### config.mk
export PLATFORM = sky130hd
export DESIGN_NAME = uart_tx
export DESIGN_NICKNAME = d
export VERILOG_FILES = /design/src/rtl/uart_tx.sv
export SDC_FILE = /design/constraint.sdc
export NUM_CORES = 1
export LEC_CHECK = 0
export CORE_ASPECT_RATIO = 1.4
export CORE_UTILIZATION = 55
export CTS_CLUSTER_SIZE = 14
export DETAILED_ROUTE_END_ITERATION = 6
export GPL_ROUTABILITY_DRIVEN = 0
export PLACE_DENSITY = 0.81
export SYNTH_ARGS = -nofsm -noshare
export SYNTH_HDL_FRONTEND = slang
export SYNTH_SLANG_ARGS = --single-unit
### constraint.sdc
create_clock -name i_clk -period 2.7 [get_ports i_clk]
set_input_delay 0.54 -clock i_clk [delete_from_list [all_inputs] [get_ports i_clk]]
set_output_delay 0.54 -clock i_clk [all_outputs]
set_load 0.02 [all_outputs]
### src/rtl/uart_tx.sv
// uart_tx: 8N1 byte-serial UART transmitter, LSB first.
// Bytes are accepted on a valid/ready handshake into a small queue. They go out as back-to-back
// frames, with no idle gap, for as long as the queue holds data.
// Optional feature: define UART_TX_FIFO_EN to get a FIFO_DEPTH-entry circular buffer. Without it,
// the queue is a single holding register with a full flag.
module uart_tx #(
  parameter int unsigned clk_freq_hz = 30000000,
  parameter int unsigned baud_rate   = 115200,
  parameter int unsigned FIFO_DEPTH  = 8
) (
  input  logic                          i_clk,
  input  logic                          i_rst,
  input  logic [7:0]                    i_data,
  input  logic                          i_valid,
  output logic                          o_ready,
  output logic                          o_uart_tx,
  output logic                          o_busy,
  output logic [$clog2(FIFO_DEPTH):0]   o_level
);

  localparam int unsigned BaudDiv = clk_freq_hz / baud_rate;
  localparam int unsigned CntW    = $clog2(BaudDiv);
  localparam int unsigned LvlW    = $clog2(FIFO_DEPTH) + 1;
  localparam logic [CntW-1:0] CntLoad = CntW'(BaudDiv - 1);

  logic       push;
  logic       pop;
  logic       empty;
  logic       full;
  logic [7:0] head;

  // No bypass: o_ready only follows the registered occupancy.
  assign o_ready = !full;
  assign push    = i_valid && o_ready;

`ifdef UART_TX_FIFO_EN
  localparam int unsigned PtrW = $clog2(FIFO_DEPTH);

  logic [7:0]      mem_q [FIFO_DEPTH];
  logic [PtrW-1:0] wr_ptr_q;
  logic [PtrW-1:0] rd_ptr_q;
  logic [LvlW-1:0] count_q;

  // Storage array; contents need no reset because the pointers define validity.
  always_ff @(posedge i_clk) begin
    if (push) begin
      mem_q[wr_ptr_q] <= i_data;
    end
  end

  // Wrapping pointers and occupancy count; push and pop together leave the count unchanged.
  always_ff @(posedge i_clk or posedge i_rst) begin
    if (i_rst) begin
      wr_ptr_q <= '0;
      rd_ptr_q <= '0;
      count_q  <= '0;
    end else begin
      if (push) begin
        wr_ptr_q <= wr_ptr_q + PtrW'(1);
      end
      if (pop) begin
        rd_ptr_q <= rd_ptr_q + PtrW'(1);
      end
      case ({push, pop})
        2'b10:   count_q <= count_q + LvlW'(1);
        2'b01:   count_q <= count_q - LvlW'(1);
        default: count_q <= count_q;
      endcase
    end
  end

  assign full    = (count_q == LvlW'(FIFO_DEPTH));
  assign empty   = (count_q == '0);
  assign head    = mem_q[rd_ptr_q];
  assign o_level = count_q;
`else
  logic [7:0] hold_q;
  logic       full_q;

  // Single-entry holding register; a push wins over a pop in the same cycle.
  always_ff @(posedge i_clk or posedge i_rst) begin
    if (i_rst) begin
      hold_q <= '0;
      full_q <= 1'b0;
    end else if (push) begin
      hold_q <= i_data;
      full_q <= 1'b1;
    end else if (pop) begin
      full_q <= 1'b0;
    end
  end

  assign full    = full_q;
  assign empty   = !full_q;
  assign head    = hold_q;
  assign o_level = LvlW'(full_q);
`endif

  typedef enum logic [1:0] {StIdle, StStart, StData, StStop} state_e;

  state_e          state_q;
  logic [CntW-1:0] cnt_q;
  logic [2:0]      bit_idx_q;
  logic [7:0]      shift_q;
  logic            tx_q;
  logic            busy_q;
  logic            cnt_zero;

  assign cnt_zero = (cnt_q == '0);

  // The queue head is consumed whenever a new frame's start bit is launched.
  assign pop = !empty && ((state_q == StIdle) || (state_q == StStop && cnt_zero));

  // Frame sequencer: every bit is held for BaudDiv cycles, with registered line and busy outputs.
  always_ff @(posedge i_clk or posedge i_rst) begin
    if (i_rst) begin
      state_q   <= StIdle;
      cnt_q     <= '0;
      bit_idx_q <= '0;
      shift_q   <= '0;
      tx_q      <= 1'b1;
      busy_q    <= 1'b0;
    end else begin
      case (state_q)
        StIdle: begin
          tx_q <= 1'b1;
          if (!empty) begin
            shift_q <= head;
            tx_q    <= 1'b0;
            cnt_q   <= CntLoad;
            busy_q  <= 1'b1;
            state_q <= StStart;
          end
        end
        StStart: begin
          if (cnt_zero) begin
            tx_q      <= shift_q[0];
            bit_idx_q <= '0;
            cnt_q     <= CntLoad;
            state_q   <= StData;
          end else begin
            cnt_q <= cnt_q - CntW'(1);
          end
        end
        StData: begin
          if (cnt_zero) begin
            cnt_q <= CntLoad;
            if (bit_idx_q != 3'd7) begin
              shift_q   <= shift_q >> 1;
              tx_q      <= shift_q[1];
              bit_idx_q <= bit_idx_q + 3'd1;
            end else begin
              tx_q    <= 1'b1;
              state_q <= StStop;
            end
          end else begin
            cnt_q <= cnt_q - CntW'(1);
          end
        end
        StStop: begin
          if (cnt_zero) begin
            if (!empty) begin
              // Chain straight into the next start bit with no idle gap.
              shift_q <= head;
              tx_q    <= 1'b0;
              cnt_q   <= CntLoad;
              state_q <= StStart;
            end else begin
              busy_q  <= 1'b0;
              state_q <= StIdle;
            end
          end else begin
            cnt_q <= cnt_q - CntW'(1);
          end
        end
        default: begin
          tx_q    <= 1'b1;
          busy_q  <= 1'b0;
          state_q <= StIdle;
        end
      endcase
    end
  end

  assign o_uart_tx = tx_q;
  assign o_busy    = busy_q;

endmodule

==> results.txt, run 1 <==
----------------------------------------------------
[Run status]
  Status ... finished clean

[Drt]
  Final ANT Viol Nets ... 0
  Overall routed net length ... 3940 um
  Post-detailed-route wirelength per cell ... 16.9 um
  Detailed-routing iteration count for the pre-antenna-repair pass ... 4
  Number of DRC violations after detailed-routing iteration 0 ... 45
  Remaining routing DRC violations ... 0
  Highest layer used for signal routing ... met4
  Mean number of vias per cell ... 6.09
  Met2 WL ... 2100 um
  Wire length on met3 ... 180 um
  Met1 WL ... 1590 um
  Vias after detailed routing ... 1419

[Logic synthesis]
  Avg Synthesized Cell Area ... 10.6 sq um
  Largest area contributor in the netlist ... sky130_fd_sc_hd__dfrtp_1
  Synthesized instance count ... 177
  Synth cell count leaders ... 32 x sky130_fd_sc_hd__dfrtp_1, 16 x sky130_fd_sc_hd__mux2_2, 14 x sky130_fd_sc_hd__nand2_1, 14 x sky130_fd_sc_hd__o21ai_0, 11 x sky130_fd_sc_hd__nor2_1
  Async S/R FF share, synth ... 100%
  Post-synth top flop ... sky130_fd_sc_hd__dfrtp_1
  Yosys warning total ... 0
  Combined area of all synthesized cells ... 0.00188 sq mm
  Seq/Total Area, Yosys ... 44.0%
  Number of synthesized register bits ... 33
  Number of library cell types mapped by synthesis ... 41
  Cell with the most instances after synthesis ... sky130_fd_sc_hd__dfrtp_1
  Yosys top cell area share ... 42.6%
  Post-synth EDFFs ... 0
  Leading post-synthesis cells by cell area ... sky130_fd_sc_hd__dfrtp_1 43%, sky130_fd_sc_hd__mux2_2 9.6%, sky130_fd_sc_hd__mux2_4 6.4%, sky130_fd_sc_hd__ha_1 4.7%, sky130_fd_sc_hd__o21ai_0 3.7%

[Min path]
  HP Start ... bit_idx_q[0]
  Type of the most critical hold path ... reg -> reg
  Min-Delay Path Depth ... 1

[Cells and area]
  Layout cells sized above 1 ... 23.2%
  Syn-to-layout area delta ... 13.5%
  Post-layout net count ... 211
  Antenna cells ... 0
  # fillers ... 261

[CTS]
  Clk sinks ... 33
  Number of buffers inserted by hold repair at cts ... 0
  Root buffer cell ... sky130_fd_sc_hd__clkbuf_8
  Clock Tree Buf Depth ... 2
  Number of H-tree levels ... 2
  Setup bufs post-CTS ... 0
  TritonCTS clock tree ... yes
  Latest clock arrival within the worst-skew pair ... 0.29 ns
  Count of cells resized by post-cts repair ... 0
  Clock-pin slew on the worst setup and hold paths ... 0.07 ns
  Cts bufs inserted ... 5

[Timing]
  Setup violation total in the final timing report ... 0
  Final Hold Vio Count ... 0
  Tightest Pin Transition ... 0.634 ns
  Max frequency ... 454 MHz
  Hold Worst Slack ... 0.512 ns
  Min cycle time layout ... 2.20 ns
  Worst Clk Skew ... 0.00377 ns
  Final critical-path share of the clock period ... 81.5%
  Setup TNS ... 0 ns
  Unrepaired setup endpoints after global routing ... false
  Slew Limit Headroom ... 57.7%
  Slew Limit Fails ... 0

[Pwr]
  Worst IR drop on VDD ... 0.000964 V
  Clk network pwr share ... 12.6%
  Combinational cell fraction of total power ... 55.3%
  Sw frac ... 41.5%
  Proportion of power drawn by flip-flops and latches ... 32.1%
  P per Cell Area ... 1380 mW/mm^2
  Net Sw Power ... 1.22 mW
  Total internal power ... 1.72 mW
  Static Leak ... 0.954 nW
  Power consumption ... 2.95 mW

[Setup path]
  Timing startpoint of the critical path ... state_q[0]
  CP Max Fanout ... 18
  Worst Path Class, Setup ... reg -> reg
  Reg2reg start ... state_q[0]
  Data arrival time at the worst-slack endpoint ... 2.38 ns
  Cell depth of the worst flop-to-flop path ... 6
  Data required time of the worst path ... 2.88 ns
  Worst setup EP type ... flip-flop
  Startpoint type of the worst setup path ... flip-flop

[GRT]
  Total congestion overflow ... 0
  Initial antenna violation count ... 0
  Global-route usage over all layers ... 24.3%
  Global-route wire length before repair ... 6500 um
  Maximum number of pins on one net before global-route repair ... 34
  Via count of the first global-routing pass ... 1393

[Die]
  Number of rows in the core area ... 24
  Initial cell density of the core ... 59.0%
  DIE AREA ... 0.00366 sq mm
  Chip Width ... 51.4 um
  Area of the placeable core ... 0.00318 sq mm
  IO Count ... 18
  Die height ... 71.1 um

[Flow run]
  Max-capacitance violation count ... 0

[Placement]
  Port bufs ... 14
  Final HPWL from detailed placement ... 2880 um

----------------------------------------------------
-- final cells by class --
cell class              instances  area (sq um)  area share [%]
flip-flops and latches         33           827            38.8
clock buffers                   5          68.8            3.23
clock inverters                 3          17.5           0.822
multi-input cells             126           968            45.4
inverters                      10          37.5            1.76
repair buffers                 17           163            7.63
well taps                      39          48.8            2.29
-- flip-flops by register name, indices dropped and copies added (netlist names) --
| signal | flops |
|---|---|
| o_busy | 1 |
| o_uart_tx | 1 |
| state_q | 2 |
| bit_idx_q | 3 |
| head | 8 |
| cnt_q | 9 |
| full | 1 |
| shift_q | 8 |
-- critical path, stage by stage, from the launching register on --
cell and delay (ns):
sky130_fd_sc_hd__dfrtp_1 0.44, sky130_fd_sc_hd__inv_1 0.11, sky130_fd_sc_hd__ha_1 0.57, sky130_fd_sc_hd__nor2_1 0.08, sky130_fd_sc_hd__a211oi_1 0.34, sky130_fd_sc_hd__o21ai_4 0.21
sky130_fd_sc_hd__mux2_4 0.34
-- cell usage in the layout (no fill, tap or decap), drive strengths merged --
master,n
nor2b,5
a21boi,2
ha,7
clkinvlp,1
mux2,24
a31oi,3
o21ba,1
clkbuf,5
buf,3
or4b,1
o31ai,1
clkdlybuf4s50,14
and2,1
a211oi,1
dfstp,1
o22a,1
a21oi,4
nand2,14
o21ai,17
dfrtp,32
inv,10
a222oi,1
a41oi,2
or3,2
nor4,2
nand3,6
a22o,5
nor3,4
a221oi,1
nor2,12
clkinv,2
conb,3
or4,1
a41o,1
o21a,1
a31o,2
nor4b,1
-- stage by stage --
stage	util, %	instances	setup WS (ns)	area, sq um
2_1_floorplan	-	179	0.771	1890
3_3_place_gp	64.2	225	0.619	2040
3_5_place_dp	64.2	225	0.503	2040
4_1_cts	66.9	233	0.492	2130
5_1_grt	66.9	233	0.310	2130
6_report	66.9	233	0.498	2130
-- worst paths after layout --
path / end / slack (ns)
setup / recovery: shift_q[1] / 0.50
hold / removal: bit_idx_q[0] / 0.51
setup reg to reg: shift_q[1] / 0.50
hold reg to reg: bit_idx_q[0] / 0.51
max in group asynchronous: o_uart_tx / 1.73
min in group asynchronous: shift_q[7] / 0.65
-- power groups by stage --
stage                     registers, mW  clock network, mW  logic, mW
after CTS                         0.945              0.375       1.63
final                             0.947              0.371       1.63
after global routing              0.977              0.393       1.77
after global placement            0.925                  0       1.54
after floorplan                   0.889                  0       1.30
after detailed placement          0.946                  0       1.63
-- per-layer routing --
layer	global-route usage [%]	vias up
met5	0	-
met1	29.2	698
met4	9.01	0
li1	-	664
met3	6.24	8
met2	41.1	49
-- cells by family after synthesis --
group	share of synthesized area (%)
AO/OA/AOI/OAI	16.1
adder cells (fa/ha/maj)	4.66
buffers and inverters	4.80
flip-flops	44.0
multiplexers	16.0
other	0.200
AND/OR/NAND/NOR	14.2
No activity file was read; power rests on OpenSTA's default activity.
==> run 2, diff against run 1 <==
Settings changed: CORE_UTILIZATION 55 to 51, PLACE_DENSITY 0.81 to 0.79.
Clock period 2.7 ns to 2 ns, I/O delays scaled along.
==> run 2 against run 1 <==
Against the previous run:
- utilization decreased by 0.58 points
- critical path depth unchanged
- count of clock-buffer cells in the layout increased by 1
- clock power increased by 82%
- setup slack got worse by 0.44 ns
- hold slack got worse by 0.016 ns
- highest routed layer unchanged
- cell count increased by 6.0%
- sequential power increased by 31%
- cell area increased by 7.2%
==> results.txt, run 2 (synthesis results as in run 1) <==
----------------------------------------------------
[Timing]
  Setup violation total in the final timing report ... 0 (unchanged)
  Slew Limit Fails ... 0 (unchanged)
  Setup TNS ... 0 ns (unchanged)
  Worst Clk Skew ... 0.00672 ns (+0.00295 ns)
  Final worst-path setup slack ... 0.0539 ns (-0.444 ns)
  Final critical-path share of the clock period ... 97.3% (+16 points)
  Max frequency ... 514 MHz (+13%)
  Final Hold Vio Count ... 0 (unchanged)
  Min cycle time layout ... 1.95 ns (-0.256 ns)

[Flow run]
  Max-capacitance violation count ... 0 (unchanged)

[Drt]
  Detailed-routing iteration count for the pre-antenna-repair pass ... 4 (unchanged)
  Post-detailed-route wirelength per cell ... 17.1 um (+1.4%)
  Number of DRC violations after detailed-routing iteration 0 ... 49 (+8.9%)
  Overall routed net length ... 4240 um (+7.5%)
  Mean number of vias per cell ... 5.99 (-1.7%)
  Vias after detailed routing ... 1479 (+4.2%)
  Remaining routing DRC violations ... 0 (unchanged)
  Final ANT Viol Nets ... 0 (unchanged)

[Pwr]
  Proportion of power drawn by flip-flops and latches ... 27.9% (-4.2 points)
  Combinational cell fraction of total power ... 56.9% (+1.6 points)
  P per Cell Area ... 1940 mW/mm^2 (+40%)
  Static Leak ... 1.03 nW (+8.4%)
  Sw frac ... 39.7% (-1.9 points)
  Net Sw Power ... 1.76 mW (+44%)
  Total internal power ... 2.68 mW (+55%)
  Clk network pwr share ... 15.2% (+2.6 points)
  Worst IR drop on VDD ... 0.00115 V (+19%)

[CTS]
  Clock Tree Buf Depth ... 2 (unchanged)
  Clock-pin slew on the worst setup and hold paths ... 0.08 ns (about the same)
  TritonCTS clock tree ... yes
  Root buffer cell ... sky130_fd_sc_hd__clkbuf_8
  Latest clock arrival within the worst-skew pair ... 0.29 ns (about the same)
  Number of H-tree levels ... 2 (unchanged)
  Clk sinks ... 33 (unchanged)
  Number of buffers inserted by hold repair at cts ... 0 (unchanged)
  Cts bufs inserted ... 5 (unchanged)

[GRT]
  Global-route wire length before repair ... 7010 um (+7.9%)
  Via count of the first global-routing pass ... 1541 (+11%)
  Global-route usage over all layers ... 25.0% (+0.67 points)
  Maximum number of pins on one net before global-route repair ... 34 (unchanged)
  Total congestion overflow ... 0 (unchanged)
  Initial antenna violation count ... 0 (unchanged)

[Cells and area]
  Post-layout net count ... 224 (+6.2%)
  Syn-to-layout area delta ... 21.6%
  Largest register by flop count ... cnt_q
  Core Util, Final ... 66.4% (-0.58 points)
  Leading cell type in the layout, fill and taps excluded ... sky130_fd_sc_hd__dfrtp_1
  Flip-flop count of the largest register, all copies and words added ... 9 (unchanged)
  Most used cells in the layout excluding fill and tap cells ... 32 x sky130_fd_sc_hd__dfrtp_1, 16 x sky130_fd_sc_hd__mux2_2, 16 x sky130_fd_sc_hd__buf_4
  Antenna cells ... 0 (unchanged)
  # fillers ... 273 (+4.6%)
  Layout cells sized above 1 ... 30.4% (+7.2 points)

[Min path]
  Type of the most critical hold path ... in -> async

[Setup path]
  Setup slack of the most critical reg-to-reg path ... 0.05 ns (-0.44 ns)
  Data arrival time at the worst-slack endpoint ... 2.12 ns (-0.26 ns)
  Reg2reg start ... cnt_q[1]
  Startpoint type of the worst setup path ... flip-flop
  Reg-to-Reg End ... shift_q[7]
  Slowest Stage Delay on Critical Path ... 0.53 ns (-0.04 ns)
  Cell depth of the worst flop-to-flop path ... 6 (unchanged)
  Data required time of the worst path ... 2.17 ns (-0.71 ns)
  CP Max Fanout ... 8 (-10)
  Worst Path Class, Setup ... reg -> reg
  Highest-delay cell along the critical path ... sky130_fd_sc_hd__or4b_4
  Worst setup EP type ... flip-flop
  Cells traversed along the worst timing path ... inv_2 -> ha_4 -> or4b_4 -> nor2_8 -> o21ai_4 -> mux2_4

[Die]
  Initial cell density of the core ... 54.6% (-4.4 points)
  Number of rows in the core area ... 25 (+4.2%)
  IO Count ... 18 (unchanged)
  Chip Width ... 53.3 um (+3.7%)
  DIE AREA ... 0.00393 sq mm (+7.6%)
  Die height ... 73.8 um (+3.7%)
  Area of the placeable core ... 0.00344 sq mm (+8.1%)

[Run status]
  Status ... finished clean

[Placement]
  Post-place setup slack ... -0.0285 ns (-0.531 ns)
  Final HPWL from detailed placement ... 2980 um (+3.5%)
  Port bufs ... 14 (unchanged)

----------------------------------------------------
## run 2: timing repair
item	CTS	global route
resized for setup	3	5
setup buffers	1	2
hold endpoints to repair	0	0
endpoints found under the setup margin	13	15
pin swaps	2	3
## run 2: through the flow
step                      cells  cell area (sq um)  power [mW]  hold WS (ns)
after global placement      236               2120        3.50         0.484
after global routing        247               2280        4.73         0.515
after CTS                   245               2250        4.35         0.509
after detailed placement    236               2120        3.63         0.492
final                       247               2280        4.44         0.496
after floorplan             179               1890        2.95         0.457
## run 2: cell type report
type | instances | area, sq um | area share [%]
clock inverters | 2 | 37.5 | 1.64
repair buffers | 30 | 259 | 11.3
clock buffers | 6 | 82.6 | 3.62
flip-flops and latches | 33 | 827 | 36.2
well taps | 40 | 50.0 | 2.19
inverters | 10 | 37.5 | 1.64
multi-input cells | 126 | 990 | 43.3
## run 2: power by group through the flow
stage	combinational [mW]	sequential, mW	clock, mW
after floorplan	1.75	1.20	0
after global placement	2.29	1.21	0
after detailed placement	2.39	1.24	0
after CTS	2.44	1.23	0.681
after global routing	2.75	1.27	0.706
final	2.53	1.24	0.675
## run 2: worst max path at each step
stage | start | end | slack [ns]
3_5_place_dp | cnt_q[1] | cnt_q[6] | -0.03
5_1_grt | state_q[0] | state_q[0] | -0.02
2_1_floorplan | state_q[0] | shift_q[0] | 0.07
4_1_cts | cnt_q[1] | shift_q[7] | 0.002
6_report | cnt_q[1] | shift_q[7] | 0.05
3_3_place_gp | cnt_q[1] | shift_q[5] | 0.05
## run 2: metal layers
metal,global-route usage [%],vias up,wire length [um]
li1,-,693,-
met4,13.7,0,141
met2,43.5,37,2350
met3,5.59,14,105
met5,0,-,0
met1,27.1,735,1640
## run 2: critical path: cells and delay by family (launching register included)
kind | cells | cell delay, ns
buf+inv | 1 | 0.09
flops | 1 | 0.39
fa+ha+maj | 1 | 0.14
simple gates | 2 | 0.70
compound gates | 1 | 0.15
mux | 1 | 0.34
==> run 3, diff against run 2 <==
Settings changed: CORE_UTILIZATION 51 to 25, PLACE_DENSITY 0.79 to 0.47.
==> run 3 against run 2 <==
Against the previous run:
- cell count up 25%
- setup slack better by 0.0042 ns
- total power down 4.2%
- routed wire length down 2.8%
- register-to-register slack about the same
- count of clock-buffer cells in the layout up 1
- utilization down 34 points
- critical path type unchanged
==> results.txt, run 3 (synthesis results as in run 1) <==
----------------------------------------------------
[Run status]
  Status ... finished clean

[GRT]
  Maximum number of pins on one net before global-route repair ... 34 (unchanged)
  Via count of the first global-routing pass ... 1509 (-2.1%)
  Total congestion overflow ... 0 (unchanged)
  Initial antenna violation count ... 0 (unchanged)
  Global-route usage over all layers ... 11.8% (-13 points)
  Global-route wire length before repair ... 7040 um (+0.40%)

[Cells and area]
  Post-layout net count ... 229 (+2.2%)
  Layout cells sized above 1 ... 30.2% (-0.25 points)
  Largest register by flop count ... cnt_q
  Antenna cells ... 0 (unchanged)
  Final std cell area, no fill ... 0.00236 sq mm (+3.2%)
  Most used cells in the layout excluding fill and tap cells ... 32 x sky130_fd_sc_hd__dfrtp_1, 21 x sky130_fd_sc_hd__buf_4, 16 x sky130_fd_sc_hd__mux2_2
  Core Util, Final ... 32.2% (-34 points)
  Syn-to-layout area delta ... 25.4%
  Flip-flop count of the largest register, all copies and words added ... 9 (unchanged)
  Leading cell type in the layout, fill and taps excluded ... sky130_fd_sc_hd__dfrtp_1

[Drt]
  Vias after detailed routing ... 1410 (-4.7%)
  Overall routed net length ... 4120 um (-2.8%)
  Mean number of vias per cell ... 4.56 (-24%)
  Number of DRC violations after detailed-routing iteration 0 ... 39 (-20%)
  Detailed-routing iteration count for the pre-antenna-repair pass ... 4 (unchanged)
  Post-detailed-route wirelength per cell ... 13.3 um (-22%)
  Final ANT Viol Nets ... 0 (unchanged)
  Remaining routing DRC violations ... 0 (unchanged)

[Timing]
  Max frequency ... 515 MHz (+0.22%)
  Setup violation total in the final timing report ... 0 (unchanged)
  Unrepaired setup endpoints after global routing ... true
  Slew Limit Fails ... 0 (unchanged)
  Final critical-path share of the clock period ... 97.1% (-0.21 points)
  Worst Clk Skew ... 0.00930 ns (+0.00259 ns)
  Final Hold Vio Count ... 0 (unchanged)
  Min cycle time layout ... 1.94 ns (-0.00421 ns)

[CTS]
  Number of buffers inserted by hold repair at cts ... 0 (unchanged)
  Clock-pin slew on the worst setup and hold paths ... 0.07 ns (about the same)
  Clock Tree Buf Depth ... 2 (unchanged)
  Cts bufs inserted ... 5 (unchanged)
  Root buffer cell ... sky130_fd_sc_hd__clkbuf_8
  Number of H-tree levels ... 2 (unchanged)
  Clk sinks ... 33 (unchanged)
  TritonCTS clock tree ... yes
  Latest clock arrival within the worst-skew pair ... 0.28 ns (about the same)

[Setup path]
  Cell depth of the worst flop-to-flop path ... 7 (+1)
  Data arrival time at the worst-slack endpoint ... 2.15 ns (+0.03 ns)
  CP Max Fanout ... 4 (-4)
  Reg-to-Reg End ... o_uart_tx
  Cells traversed along the worst timing path ... inv_1 -> ha_1 -> or4b_4 -> buf_4 -> o21ai_4 -> o21ai_1 -> mux2_2
  Highest-delay cell along the critical path ... sky130_fd_sc_hd__or4b_4
  Setup slack of the most critical reg-to-reg path ... 0.06 ns (about the same)
  Data required time of the worst path ... 2.21 ns (+0.04 ns)
  Worst setup EP type ... flip-flop
  Slowest Stage Delay on Critical Path ... 0.53 ns (about the same)
  Startpoint type of the worst setup path ... flip-flop
  Reg2reg start ... cnt_q[0]
  Worst Path Class, Setup ... reg -> reg

[Flow run]
  Max-capacitance violation count ... 0 (unchanged)

[Pwr]
  Sw frac ... 39.1% (-0.52 points)
  Clk network pwr share ... 12.4% (-2.8 points)
  Total internal power ... 2.59 mW (-3.4%)
  Proportion of power drawn by flip-flops and latches ... 28.5% (+0.6 points)
  Combinational cell fraction of total power ... 59.1% (+2.2 points)
  Static Leak ... 1.04 nW (+0.96%)
  P per Cell Area ... 1800 mW/mm^2 (-7.1%)
  Worst IR drop on VDD ... 0.000688 V (-40%)
  Net Sw Power ... 1.66 mW (-5.4%)

[Die]
  IO Count ... 18 (unchanged)
  Chip Width ... 75.3 um (+41%)
  Area of the placeable core ... 0.00731 sq mm (+110%)
  DIE AREA ... 0.00787 sq mm (+100%)
  Initial cell density of the core ... 25.7% (-29 points)
  Number of rows in the core area ... 37 (+48%)
  Die height ... 105 um (+42%)

[Placement]
  Final HPWL from detailed placement ... 3120 um (+4.7%)
  Area after detailed placement ... 0.00223 sq mm (+5.1%)
  Port bufs ... 14 (unchanged)

[Min path]
  Type of the most critical hold path ... in -> async

----------------------------------------------------
==> run 3: worst max-delay path: cells and delay by family, from the launching register on <==
family / cells / cell delay, ns
AO/OA/AOI/OAI: 2 / 0.28
flip-flops: 1 / 0.38
adder cells (fa/ha/maj): 1 / 0.17
multiplexers: 1 / 0.27
AND/OR/NAND/NOR: 1 / 0.53
buffers and inverters: 2 / 0.25
==> run 3: metrics by stage <==
step                setup TNS, ns  power (mW)  hold slack (ns)  std cells  setup slack, ns
floorplan                       0        2.95            0.457        179           0.0709
global placement                0        3.69            0.484        298           0.0772
detailed placement              0        3.69            0.493        298           0.0337
CTS                             0        4.24            0.502        306           0.0311
finish                          0        4.25            0.502        309           0.0582
global route              -0.0655        4.63            0.522        309          -0.0516
==> run 3: what timing repair did <==
item                                    in CTS  in global routing
endpoints found under the setup margin       0                 15
setup buffers                                0                  3
gates resized for setup                      0                  4
==> run 3: power groups by stage <==
| stage | registers, mW | logic, mW | clock network [mW] |
|---|---|---|---|
| after floorplan | 1.20 | 1.75 | 0 |
| after global placement | 1.22 | 2.47 | 0 |
| after detailed placement | 1.22 | 2.47 | 0 |
| after CTS | 1.22 | 2.47 | 0.550 |
| after global routing | 1.26 | 2.79 | 0.575 |
| final | 1.21 | 2.51 | 0.526 |
==> run 3: cell type report <==
type	instances	area, sq um
fillers	798	4960
repair buffers	35	298
inverters	10	37.5
multi-input cells	126	978
clock buffers	7	86.3
clock inverters	1	7.51
well taps	97	121
flip-flops and latches	33	827
==> run 3: metal layers <==
layer,GRT usage (%),vias to the layer above,share of wire [%]
met4,4.76,0,2.8
met5,0,-,0
met1,13.0,677,42
met2,21.5,21,53
met3,2.22,12,2.0
li1,-,700,-
==> run 3: worst max-delay path by stage <==
| stage | cells after the start | startpoint | slack, ns | endpoint |
|---|---|---|---|---|
| finish | 7 | cnt_q[0] | 0.06 | o_uart_tx |
| global route | 7 | cnt_q[1] | -0.05 | cnt_q[1] |
| CTS | 6 | cnt_q[1] | 0.03 | cnt_q[6] |
| detailed placement | 6 | cnt_q[1] | 0.03 | cnt_q[6] |
| global placement | 6 | cnt_q[1] | 0.08 | shift_q[6] |
| floorplan | 6 | state_q[0] | 0.07 | shift_q[0] |
